**src/rtl/product_display_pkg.sv**
```systemverilog
// Shared definitions for the product display block.
// Holds the FSM state type, the 7-segment pattern table, the blank pattern,
// the double-dabble iteration count and the per-iteration nibble adjust.
package product_display_pkg;

  typedef enum logic {
    IDLE = 1'b0,
    CONV = 1'b1
  } state_e;

  // Number of shift/adjust iterations for an 8-bit binary input.
  localparam int unsigned ITER = 8;

  // Active-low, bit order {g,f,e,d,c,b,a}.
  localparam logic [6:0] SEG_BLANK = 7'b1111111;

  // Digits 0..9. Codes 10..15 decode as blank so an out-of-range nibble
  // never lights a misleading glyph.
  localparam logic [6:0] SEG_TABLE [16] = '{
    7'b1000000, 7'b1111001, 7'b0100100, 7'b0110000,
    7'b0011001, 7'b0010010, 7'b0000010, 7'b1111000,
    7'b0000000, 7'b0010000,
    SEG_BLANK,  SEG_BLANK,  SEG_BLANK,  SEG_BLANK,
    SEG_BLANK,  SEG_BLANK
  };

  // Double-dabble correction: add 3 to every BCD nibble that is 5 or more,
  // so the following left shift carries correctly into the next decade.
  function automatic logic [11:0] dabble_adjust(input logic [11:0] s);
    logic [11:0] r;
    r = s;
    for (int unsigned i = 0; i < 3; i++) begin
      if (r[4*i +: 4] >= 4'd5) begin
        r[4*i +: 4] = r[4*i +: 4] + 4'd3;
      end
    end
    return r;
  endfunction

endpackage

```
**src/rtl/product_display_seg7_decode.sv**
```systemverilog
// Combinational 7-segment decoder.
// Ports:
//   nibble_i : BCD digit to show
//   blank_i  : force all segments off
//   seg_o    : active-low segments, seg_o[0]=a .. seg_o[6]=g
module seg7_decode
  import product_display_pkg::*;
(
  input  logic [3:0] nibble_i,
  input  logic       blank_i,
  output logic [6:0] seg_o
);

  always_comb begin
    seg_o = blank_i ? SEG_BLANK : SEG_TABLE[nibble_i];
  end

endmodule

```
**src/rtl/product_display.sv**
```systemverilog
// Converts an 8-bit product to BCD with a sequential double-dabble and
// scans the result onto a 4-digit multiplexed 7-segment display.
// Ports:
//   clk, rst : clock and synchronous active-high reset
//   p, load  : product value and one-cycle capture strobe
//   busy     : conversion in progress
//   bcd      : last completed result {hundreds, tens, units}
//   seg, an  : active-low segments and digit anodes (an[0] = units)
module product_display
  import product_display_pkg::*;
#(
  parameter int unsigned REFRESH_CNT = 100000
) (
  input  logic        clk,
  input  logic        rst,
  input  logic [7:0]  p,
  input  logic        load,
  output logic        busy,
  output logic [11:0] bcd,
  output logic [6:0]  seg,
  output logic [3:0]  an
);

  localparam int unsigned CW = $clog2(REFRESH_CNT);

  state_e      state_q, state_d;
  logic [7:0]  shreg_q, shreg_d;
  logic [11:0] scratch_q, scratch_d;
  logic [3:0]  iter_q, iter_d;
  logic [11:0] bcd_q, bcd_d;
  logic [11:0] adj;
  logic [19:0] shifted;

  logic [CW-1:0] refresh_q;
  logic [1:0]    idx_q;

  logic [3:0] digit_nib;
  logic       digit_blank;

  // Conversion FSM and datapath.
  always_comb begin
    adj     = dabble_adjust(scratch_q);
    shifted = {adj, shreg_q} << 1;
  end

  always_comb begin
    state_d   = state_q;
    shreg_d   = shreg_q;
    scratch_d = scratch_q;
    iter_d    = iter_q;
    bcd_d     = bcd_q;
    unique case (state_q)
      IDLE: begin
        if (load) begin
          shreg_d   = p;
          scratch_d = '0;
          iter_d    = '0;
          state_d   = CONV;
        end
      end
      CONV: begin
        scratch_d = shifted[19:8];
        shreg_d   = shifted[7:0];
        iter_d    = iter_q + 4'd1;
        // Result is published on the final iteration edge from the freshly
        // shifted scratch, so bcd only ever changes to a complete value.
        if (iter_q == 4'(ITER - 1)) begin
          bcd_d   = shifted[19:8];
          state_d = IDLE;
        end
      end
      default: state_d = IDLE;
    endcase
  end

  always_ff @(posedge clk) begin
    if (rst) begin
      state_q   <= IDLE;
      shreg_q   <= '0;
      scratch_q <= '0;
      iter_q    <= '0;
      bcd_q     <= '0;
    end else begin
      state_q   <= state_d;
      shreg_q   <= shreg_d;
      scratch_q <= scratch_d;
      iter_q    <= iter_d;
      bcd_q     <= bcd_d;
    end
  end

  // Display scan: free-running, independent of the conversion FSM.
  always_ff @(posedge clk) begin
    if (rst) begin
      refresh_q <= '0;
      idx_q     <= '0;
    end else if (refresh_q == CW'(REFRESH_CNT - 1)) begin
      refresh_q <= '0;
      idx_q     <= idx_q + 2'd1;
    end else begin
      refresh_q <= refresh_q + 1'b1;
    end
  end

  always_comb begin
    an          = 4'b1111;
    digit_nib   = '0;
    digit_blank = 1'b1;
    unique case (idx_q)
      2'd0: begin
        an          = 4'b1110;
        digit_nib   = bcd_q[3:0];
        digit_blank = 1'b0;
      end
      2'd1: begin
        an          = 4'b1101;
        digit_nib   = bcd_q[7:4];
        digit_blank = (bcd_q[11:8] == 4'd0) && (bcd_q[7:4] == 4'd0);
      end
      2'd2: begin
        an          = 4'b1011;
        digit_nib   = bcd_q[11:8];
        digit_blank = (bcd_q[11:8] == 4'd0);
      end
      default: begin
        an          = 4'b1111;
        digit_nib   = '0;
        digit_blank = 1'b1;
      end
    endcase
  end

  seg7_decode u_seg7_decode (
    .nibble_i (digit_nib),
    .blank_i  (digit_blank),
    .seg_o    (seg)
  );

  assign busy = (state_q == CONV);
  assign bcd  = bcd_q;

endmodule

```
**config.mk**
```make
export PLATFORM = sky130hd
export DESIGN_NAME = product_display
export DESIGN_NICKNAME = d
export VERILOG_FILES = /design/src/rtl/product_display_pkg.sv /design/src/rtl/product_display_seg7_decode.sv /design/src/rtl/product_display.sv
export SDC_FILE = /design/constraint.sdc
export NUM_CORES = 1
export LEC_CHECK = 0
export CAP_MARGIN = 20
export CORE_ASPECT_RATIO = 0.9
export CORE_MARGIN = 5
export CORE_UTILIZATION = 50
export DETAILED_ROUTE_END_ITERATION = 7
export GPL_TIMING_DRIVEN = 0
export PLACE_DENSITY = 0.86
export SKIP_CTS_REPAIR_TIMING = 1
export SYNTH_ARGS = -nofsm -noshare
export SYNTH_HDL_FRONTEND = slang
export SYNTH_SLANG_ARGS = --single-unit
```
**constraint.sdc**
```tcl
create_clock -name clk -period 2.15 [get_ports clk]
set_clock_uncertainty 0.1 [all_clocks]
set_input_delay 0.43 -clock clk [delete_from_list [all_inputs] [get_ports clk]]
set_output_delay 0.43 -clock clk [all_outputs]
set_load 0.005 [all_outputs]
```
# [After elaboration in Yosys (flattened, before gate mapping)]
# Memory sizes are Yosys's and may differ from the RTL's.
# Index checks and enable logic that the tools add are counted.
# Widths: inputs -> output; s select.
[totals] regBits=56 n_memories=1 romBits=112 in_bits=11
[mem_list] memory="(no name shown)" depth=16 width=7 rd=1 rd_clocked_by_memory_dff=0 wr=0 line_no="product_display_seg7_decode.sv:15" text="seg_o = blank_i ? SEG_BLANK : SEG_TABLE[nibble_i];"
[classes] mux=18 reduce_logical=6 n_lt_le_gt_ge=4 bitwise=2 addsub=6 eq_ne=5
[ops] operator="$pmux 12 s2" n=1
[ops] operator="$mux 7" n=3
[ops] operator="$add 17x1->17 const B" n=1
[ops] operator="$eq 17x17->1 const B" n=1
[ops] operator="$pmux 8 s2" n=1
[ops] operator="$ge 4x3->1 const B" n=3
[ops] operator="$mux 12" n=1
[ops] operator="$mux 4" n=3
[ops] operator="$pmux 4 s3" n=1
[ops] operator="$pmux 3 s3" n=1
[ops] operator="$add 4x2->4 const B" n=2
[ops] operator="$logic_not 4->1" n=2
[ops] operator="$mux 8" n=1
[ops] operator="$pmux 4 s2" n=1
[ops] operator="$ge 5x5->1 const B" n=1
[ops] operator="$not 4->5" n=1
[ops] operator="$add 4x1->4 const B" n=1
[ops] operator="$eq 4x3->1 const B" n=1
[ops] operator="$add 3x2->3 const B" n=1
[ops] operator="$mux 3" n=1
[ops] operator="$pmux 1 s3" n=1
[ops] operator="$add 2x1->2 const B" n=1
[ops] operator="$eq 2x1->1 const B" n=1
[ops] operator="$eq 2x2->1 const B" n=1
[ops] operator="other kinds (8)" n=9

# [Depth between registers and ports, before layout]
# Gate-level depths: netlist of run 1.
[depth] ltp_word=7 mapped_depth=10 mapped_depth_nobuf=10

# [Hierarchy]
# Synthesis of run 1 repeated with hierarchy kept, for this count alone.
[unflattened] cells_unflattened=352 area_unflattened_um2=3016.6
[by_module_without_submodules] mod="product_display" seq_area_each_um2=1121.1 instances=1 cells_per_inst=317 area_per_inst_um2=2763.9
[by_module_without_submodules] mod="seg7_decode" seq_area_each_um2=0.0 instances=1 cells_per_inst=35 area_per_inst_um2=252.7

# [Worst setup path after synthesis of run 1]
# No wires, ideal clock.
[synth_timing] path_type="reg-to-output" from="register idx_q[0]" to="output seg[0]" n_path_buf=0 t_arrival_ns=1.781 setup_slack_ns=-0.161 path_stages_with_launch=8 cell_sequence="dfxtp_1 -> inv_1 -> ha_1 -> a222oi_1 -> or2_2 -> and2_4 -> a21oi_1 -> o21ai_1"
[synth_between] elab_chain_cells=7
[synth_rtl] item="start: declaration" line_no="product_display.sv:35" text="logic [1:0] idx_q;"
[synth_rtl] item="start signal: assignment" line_no="product_display.sv:99" text="idx_q <= idx_q + 2'd1;"
[synth_rtl] item="$eq 2x2->1, or another cell as far along" line_no="product_display.sv:109" text="unique case (idx_q)"
[synth_rtl] item="$pmux 4 s3" line_no="product_display.sv:109"
[synth_rtl] item="$not 4->5 (implied by the code)" line_no="product_display_seg7_decode.sv:15"
[synth_rtl] item="$mem_v2 16x7"
[synth_rtl] item="$mux 7 (implied by the code) (2 in series)" line_no="product_display_seg7_decode.sv:15"
[synth_rtl] item="$mux 7 *" line_no="product_display_seg7_decode.sv:15"
[synth_rtl] item="end: declaration" line_no="product_display.sv:20" text="output logic [6:0] seg,"
# Every way passes the cells marked *; elsewhere a longest branch is shown, timed or not. The select of a mux whose other input is x is not followed.

# [Worst setup path in the final report of run 1]
[layout_timing] from="register idx_q[0]" to="output seg[6]"
# Same word-level chain as after synthesis.

==> results.md, run 1 <==
- CTS root buffer: clkbuf_8
- Placed Instances: 454
- WS Path Type: flop to output pin
- FMAX: 351 MHz
- Slew Limit Headroom: 58.8%
- PnR Total Power: 1.77 mW
- Final worst slack: -0.702 ns
- # setup viols final: 7
- Final Cell Area: 0.00361 mm^2
- Iteration-0 DRC Markers: 231
- Final hold violation count: 0
- Nets: 432
- Most common flop cell mapped by yosys: dfxtp_1
- Post-Syn Instances: 352
- Yosys reg bits: 56
- CORE AREA: 0.00563 mm^2
- Uppermost layer routed: met4
- Antenna violations before repair: 0
- Slew Limit Fails: 0
- WL met1: 3050 um
- Largest net degree at the start of global routing: 17
- CP cell instances: inv_6 -> ha_4 -> a222oi_1 -> or2_4 -> buf_6 -> inv_4 -> ha_4 -> inv_2 -> o21ai_1 -> nor2_1 -> o21ai_1 -> buf_2
- CTS tree: yes
- Clock Sinks: 56
- Cell variety after synth: 40
- CP Launch Type: flop
- Unrepaired setup endpoints after global routing: true
- Setup_tns: -4.62 ns
- Drt drc: 0
- Number of max-cap violations: 0
- Critical path's top delay family: compound AO/OA/AOI/OAI gates
- Fin crit period: 2.85 ns
- Detailed Place HPWL: 4590 um
- Crit-path max FO: 3
- Post-DR vias/cell: 5.48
- Wire length on met3: 469 um
- Hold slack: 0.348 ns
- Initial core utilization: 50.8%
- Vias: 2597
- Synth-to-Final Area Change: 26.0%
- Die width: 89.7 um
- Yosys top cell area share: 39.2%
- Tcrit/Tclk final: 133%
- GR Overflow Total: 0
- Worst Max-Slew Pin Slew: 0.613 ns
- PortBufs: 32
- Antenna cells: 0
- CP endpoint kind: output pin
- Avg Inst Size Synth: 8.13 um^2
- Worst-path clk slew: 0.09 ns
- Post-synth top area cell: dfxtp_1
- Height of the chip: 81.8 um
- Total wire length: 6790 um
- Register area share after synthesis: 39.2%
- 1st-pass router iterations: 5
- Violated checks: negative setup slack
- Top Ports: 35
- Inserted Clock Buffers: 5
- Area after DPL: 0.00331 mm^2
- WL met2: 3130 um
- Post-synth EDFFs: 0
- GP Congestion: 0.928
- YS warnings: 0
- Vias in the first global route: 2289
- Critical-path top delay cell: dfxtp_4
- Syn nets: 381
- Clk_lat worst skew: 0.31 ns
- Row count: 26
- Cell Area, Synth: 0.00286 mm^2
- Proportion of layout cells with a drive suffix above 1: 13.9%
- Top cells by area, synth: dfxtp_1 (39%), ha_1 (7.9%), nor2_1 (7.7%)
- Cell Pwr Density: 492 mW/mm^2
- Outcome: finished, violations left
- VDD IR-drop max: 317 uV
- First-pass GRT wire length: 10400 um
- CTS max path bufs: 2
- Class of the worst hold path: flop to flop
- Fin cells: 474
- Post-synth ARST share: 0%
- Bufs and invs on worst path: 5
- CTS H-tree depth: 2
- CP Data Required Time: 1.62 ns
- Leak: 1.43 nW
- GRT Total Usage: 17.0%
- Routed length per instance: 14.3 um
- Worst stage delay on the critical path: 0.40 ns
- Die ar.: 0.00734 mm^2
- Antenna viol nets, final: 0
- Critical Path AT: 2.32 ns
-- cells by family (layout without fill, tap and decap cells) --
group,after synthesis,count (layout),share of synthesized area (%)
other,1,1,0.131
XOR/XNOR,20,20,6.12
AO/OA/AOI/OAI,66,66,13.9
flip-flops,56,56,39.2
AND/OR/NAND/NOR,145,145,23.7
buffers and inverters,33,85,4.55
multiplexers,13,13,4.55
adder cells (fa/ha/maj),18,18,7.87
-- cell usage after synthesis (2+ instances only) --
cell      instances
dfxtp_1          56
nand2b_1          4
a21oi_1          36
a211oi_1          3
nor3b_1           9
nand3_1           7
mux2i_1          13
nand2_1          35
nor2_1           59
ha_1             18
clkbuf_1         12
nor3_1           11
and3_1            3
or2_2             2
inv_1            17
xor2_1           13
nand4_1           5
and4_1            2
xnor2_1           7
o21ai_0           6
a311oi_1          3
nor4_1            2
o21ba_2           2
a222oi_1          4
nor2b_1           2
o21ai_1           6
buf_2             2
-- final timing paths --
path | startpoint | to | slack (ns) | cells past startpoint
min reg2reg | refresh_q[0]$_SDFF_PP0_ | refresh_q[0]$_SDFF_PP0_ | 0.35 | 1
max | idx_q[0]$_SDFFE_PP0N_ | seg[6] | -0.70 | 12
max reg2reg | iter_q[0]$_SDFFE_PP0P_ | bcd[9]$_SDFFE_PP0P_ | 0.14 | 6
min | refresh_q[0]$_SDFF_PP0_ | refresh_q[0]$_SDFF_PP0_ | 0.35 | 1
-- layout by cell type (no fill, tap or decap), types with 2 or more instances in the layout --
cell type,instances
nor2_1,58
dfxtp_1,54
nand2_1,34
a21oi_1,33
clkdlybuf4s50_1,24
mux2i_1,13
xor2_1,13
inv_1,12
clkbuf_1,12
nor3_1,11
ha_1,11
nor3b_1,9
buf_4,9
o21ai_1,7
xnor2_1,7
nand3_1,7
ha_4,7
buf_2,6
clkbuf_8,6
nand4_1,5
a222oi_1,4
nand2b_1,4
o21ai_0,4
buf_6,4
inv_4,3
a21oi_2,3
a211oi_1,3
a311oi_1,3
and3_1,3
dlymetal6s2s_1,3
or2_4,2
nor4_1,2
and4_1,2
nor2b_1,2
o21ba_2,2
clkinv_2,2
dfxtp_4,2
-- through the flow --
stage / worst slack (ns) / utilization, %
after detailed placement: -0.741 / 58.9
after global placement: -0.689 / 58.9
after global routing: -0.757 / 64.1
final: -0.702 / 64.1
after CTS: -1.10 / 60.5
after floorplan: -0.0537 / -
-- layer usage --
layer / GRT usage (%) / up-vias
li1: - / 1303
met3: 4.21 / 13
met1: 21.5 / 1179
met5: 0 / -
met2: 28.1 / 102
met4: 6.50 / 0
-- sequential cells by signal (all words and copies together), names as in the netlist --
register   flops
bcd           12
refresh_q     17
iter_q         4
scratch_q     12
shreg_q        8
busy           1
idx_q          2
-- where the power goes --
part | leakage, nW | internal (mW) | switching [mW]
clock | 0.0510 | 0.258 | 0.330
sequential | 0.455 | 1.05 | 0.0126
combinational | 0.923 | 0.0512 | 0.0709
-- area by class of cell --
class	instances	area (um^2)
fillers	464	2020
multi-input cells	263	1750
flip-flops and latches	56	1130
repair buffers	44	408
well taps	70	87.6
clock buffers	6	82.6
inverters	17	76.3
plain buffers	16	66.3
clock inverters	2	10.0
Power figures use the tool's default switching activity.
==> inputs of run 2 (changes only) <==
--- a/config.mk
+++ b/config.mk
@@ -8,10 +8,10 @@
 export CAP_MARGIN = 20
 export CORE_ASPECT_RATIO = 0.9
 export CORE_MARGIN = 5
-export CORE_UTILIZATION = 50
+export CORE_UTILIZATION = 55
 export DETAILED_ROUTE_END_ITERATION = 7
 export GPL_TIMING_DRIVEN = 0
-export PLACE_DENSITY = 0.86
+export PLACE_DENSITY = 0.89
 export SKIP_CTS_REPAIR_TIMING = 1
 export SYNTH_ARGS = -nofsm -noshare
 export SYNTH_HDL_FRONTEND = slang
==> constraint.sdc (replaced) <==
create_clock -name clk -period 3 [get_ports clk]
set_clock_uncertainty 0.1 [all_clocks]
set_input_delay 0.6 -clock clk [delete_from_list [all_inputs] [get_ports clk]]
set_output_delay 0.6 -clock clk [all_outputs]
set_load 0.005 [all_outputs]
==> results.md, run 2 (same netlist as run 1, synthesis figures left out) <==
- Nets: 430 (was 432)
- Worst flop-to-flop path startpoint: iter_q[0]$_SDFFE_PP0P_ (unchanged)
- Fin crit period: 3.21 ns
- GP Congestion: 0.891 (was 0.928)
- Final Cell Area: 0.00356 mm^2 (was 0.00361 mm^2)
- CTS max path bufs: 2 (unchanged)
- Row count: 24 (was 26)
- Violated checks: negative setup slack (unchanged)
- Clock power frac: 38.3% (was 33.1%)
- Crit Reg-Reg Endpoint: bcd[0]$_SDFFE_PP0P_ (was bcd[9]$_SDFFE_PP0P_)
- Initial core utilization: 57.8% (was 50.8%)
- Iteration-0 DRC Markers: 265 (was 231)
- Top Ports: 35 (unchanged)
- Routed length per instance: 14.1 um (was 14.3 um)
- CP endpoint kind: output pin (unchanged)
- Worst hold endpoint: refresh_q[0]$_SDFF_PP0_ (unchanged)
- Crit-path max FO: 6 (was 3)
- CTS root buffer: clkbuf_8 (unchanged)
- Worst Max-Slew Pin Slew: 0.567 ns (was 0.613 ns)
- Slew Limit Fails: 0 (unchanged)
- CP Launch Type: flop (unchanged)
- Proportion of layout cells with a drive suffix above 1: 11.9% (was 13.9%)
- Sequential fraction of design power: 55.3% (was 60.0%)
- Tcrit/Tclk final: 107%
- CORE AREA: 0.00495 mm^2 (was 0.00563 mm^2)
- Post-DR vias/cell: 5.67 (was 5.48)
- Clk_lat worst skew: 0.31 ns (about the same)
- Vias in the first global route: 2294 (was 2289)
- P_sw: 296 uW (was 414 uW)
- Largest net degree at the start of global routing: 17 (unchanged)
- Outcome: finished, violations left (unchanged)
- Hold Path Depth: 1 (unchanged)
- Final worst slack: -0.209 ns (was -0.702 ns)
- Antenna violations before repair: 0 (unchanged)
- # setup viols final: 5 (was 7)
- CTS H-tree depth: 2 (unchanged)
- Cell Pwr Density: 388 mW/mm^2 (was 492 mW/mm^2)
- Placed Instances: 449 (was 454)
- Hold slack: 0.363 ns (was 0.348 ns)
- Leak: 1.45 nW (was 1.43 nW)
- Die width: 86.0 um (was 89.7 um)
- FMAX: 312 MHz
- Synth-to-Final Area Change: 24.3% (was 26.0%)
- 1st-pass router iterations: 6 (was 5)
- Sw Ratio: 21.4% (was 23.3%)
- Drt drc: 0 (unchanged)
- Final hold violation count: 0 (unchanged)
- Logic pwr share: 6.4% (was 6.9%)
- Worst-path clk slew: 0.09 ns (about the same)
- CTS tree: yes (unchanged)
- PortBufs: 32 (unchanged)
- Detailed Place HPWL: 4510 um (was 4590 um)
- GR Overflow Total: 0 (unchanged)
- Number of max-cap violations: 0 (unchanged)
- Filler cells: 369 (was 464)
- Max FFs per register: 17 (unchanged)
- Hold_sp: refresh_q[0]$_SDFF_PP0_ (unchanged)
- VDD IR-drop max: 263 uV (was 317 uV)
- Antenna viol nets, final: 0 (unchanged)
- Unrepaired setup endpoints after global routing: true (unchanged)
- Height of the chip: 78.4 um (was 81.8 um)
- First-pass GRT wire length: 10400 um (about the same)
- R2R Setup Slk: 1.06 ns (was 0.14 ns)
- Die ar.: 0.00675 mm^2 (was 0.00734 mm^2)
- Total wire length: 6560 um (was 6790 um)
- Cells on worst reg2reg path: 6 (unchanged)
- WS Path Type: flop to output pin (unchanged)
- Inserted Clock Buffers: 5 (unchanged)
- Fin cells: 467 (was 474)
- CP Data Required Time: 2.30 ns (was 1.62 ns)
- Pint: 1.08 mW (was 1.36 mW)
- Clock Sinks: 56 (unchanged)
- Most common cell after layout, fill and taps aside: nor2_1 (unchanged)
- GRT Total Usage: 18.6% (was 17.0%)
- Vias: 2648 (was 2597)
- Slew Limit Headroom: 61.9% (was 58.8%)
- Most frequent cells in the layout: nor2_1 (59), dfxtp_1 (54), nand2_1 (34) (was nor2_1 (58), dfxtp_1 (54), nand2_1 (34))
- Antenna cells: 0 (unchanged)
- Area after DPL: 0.00326 mm^2 (was 0.00331 mm^2)
- Reg with most FFs: refresh_q (unchanged)
- Critical Path AT: 2.51 ns (was 2.32 ns)
- Class of the worst hold path: flop to flop (unchanged)
[run 2: how the worst max path moves through the flow]
stage                                     start     end  slack (ns)
final                     idx_q[0]$_SDFFE_PP0N_  seg[0]       -0.21
after global routing      idx_q[0]$_SDFFE_PP0N_  seg[6]       -0.42
after CTS                 idx_q[0]$_SDFFE_PP0N_  seg[0]       -0.52
after detailed placement  idx_q[0]$_SDFFE_PP0N_  seg[0]       -0.18
after global placement    idx_q[0]$_SDFFE_PP0N_  seg[0]       -0.14
after floorplan           idx_q[0]$_SDFFE_PP0N_  seg[0]        0.52
[run 2: critical path, stage by stage (launching register included)]
cell and delay [ns]:
dfxtp_4 0.37, clkinvlp_4 0.13, ha_4 0.20, a222oi_1 0.44, nor2_1 0.18, buf_4 0.18
inv_4 0.07, ha_2 0.16, and2_4 0.15, a21oi_2 0.04, o21ai_1 0.14, clkbuf_2 0.14
[run 2: per-stage QoR]
step	setup slack [ns]	TNS [ns]	total power, mW	utilization (%)
after global routing	-0.417	-1.51	1.44	71.8
after CTS	-0.520	-3.12	1.39	68.4
after floorplan	0.519	0	0.837	-
final	-0.209	-0.694	1.38	71.8
after global placement	-0.140	-0.598	0.866	65.9
after detailed placement	-0.183	-0.755	0.869	65.9
[run 2: power groups by stage]
| stage | clock network, mW | registers (mW) | logic [mW] |
|---|---|---|---|
| 2_1_floorplan | 0 | 0.780 | 0.0570 |
| 3_3_place_gp | 0 | 0.781 | 0.0847 |
| 3_5_place_dp | 0 | 0.782 | 0.0874 |
| 4_1_cts | 0.535 | 0.765 | 0.0880 |
| 5_1_grt | 0.578 | 0.765 | 0.0998 |
| 6_report | 0.529 | 0.763 | 0.0883 |
[run 2: cell type report]
class                   instances  area [um^2]  area share (%)
plain buffers                  16         66.3            1.86
clock buffers                   7         96.3            2.71
clock inverters                 1         30.0           0.844
inverters                      17         70.1            1.97
multi-input cells             263         1690            47.6
flip-flops and latches         56         1130            31.7
well taps                      65         81.3            2.29
repair buffers                 42          390            11.0
[run 2: metal layers]
layer | routed length [um] | track usage, % | up-vias | part of all wire, %
met3 | 548 | 4.82 | 18 | 8.3
met2 | 2980 | 30.4 | 115 | 45
met4 | 129 | 5.70 | 0 | 2.0
met1 | 2900 | 24.0 | 1216 | 44
met5 | 0 | 0 | - | 0
li1 | - | - | 1299 | -
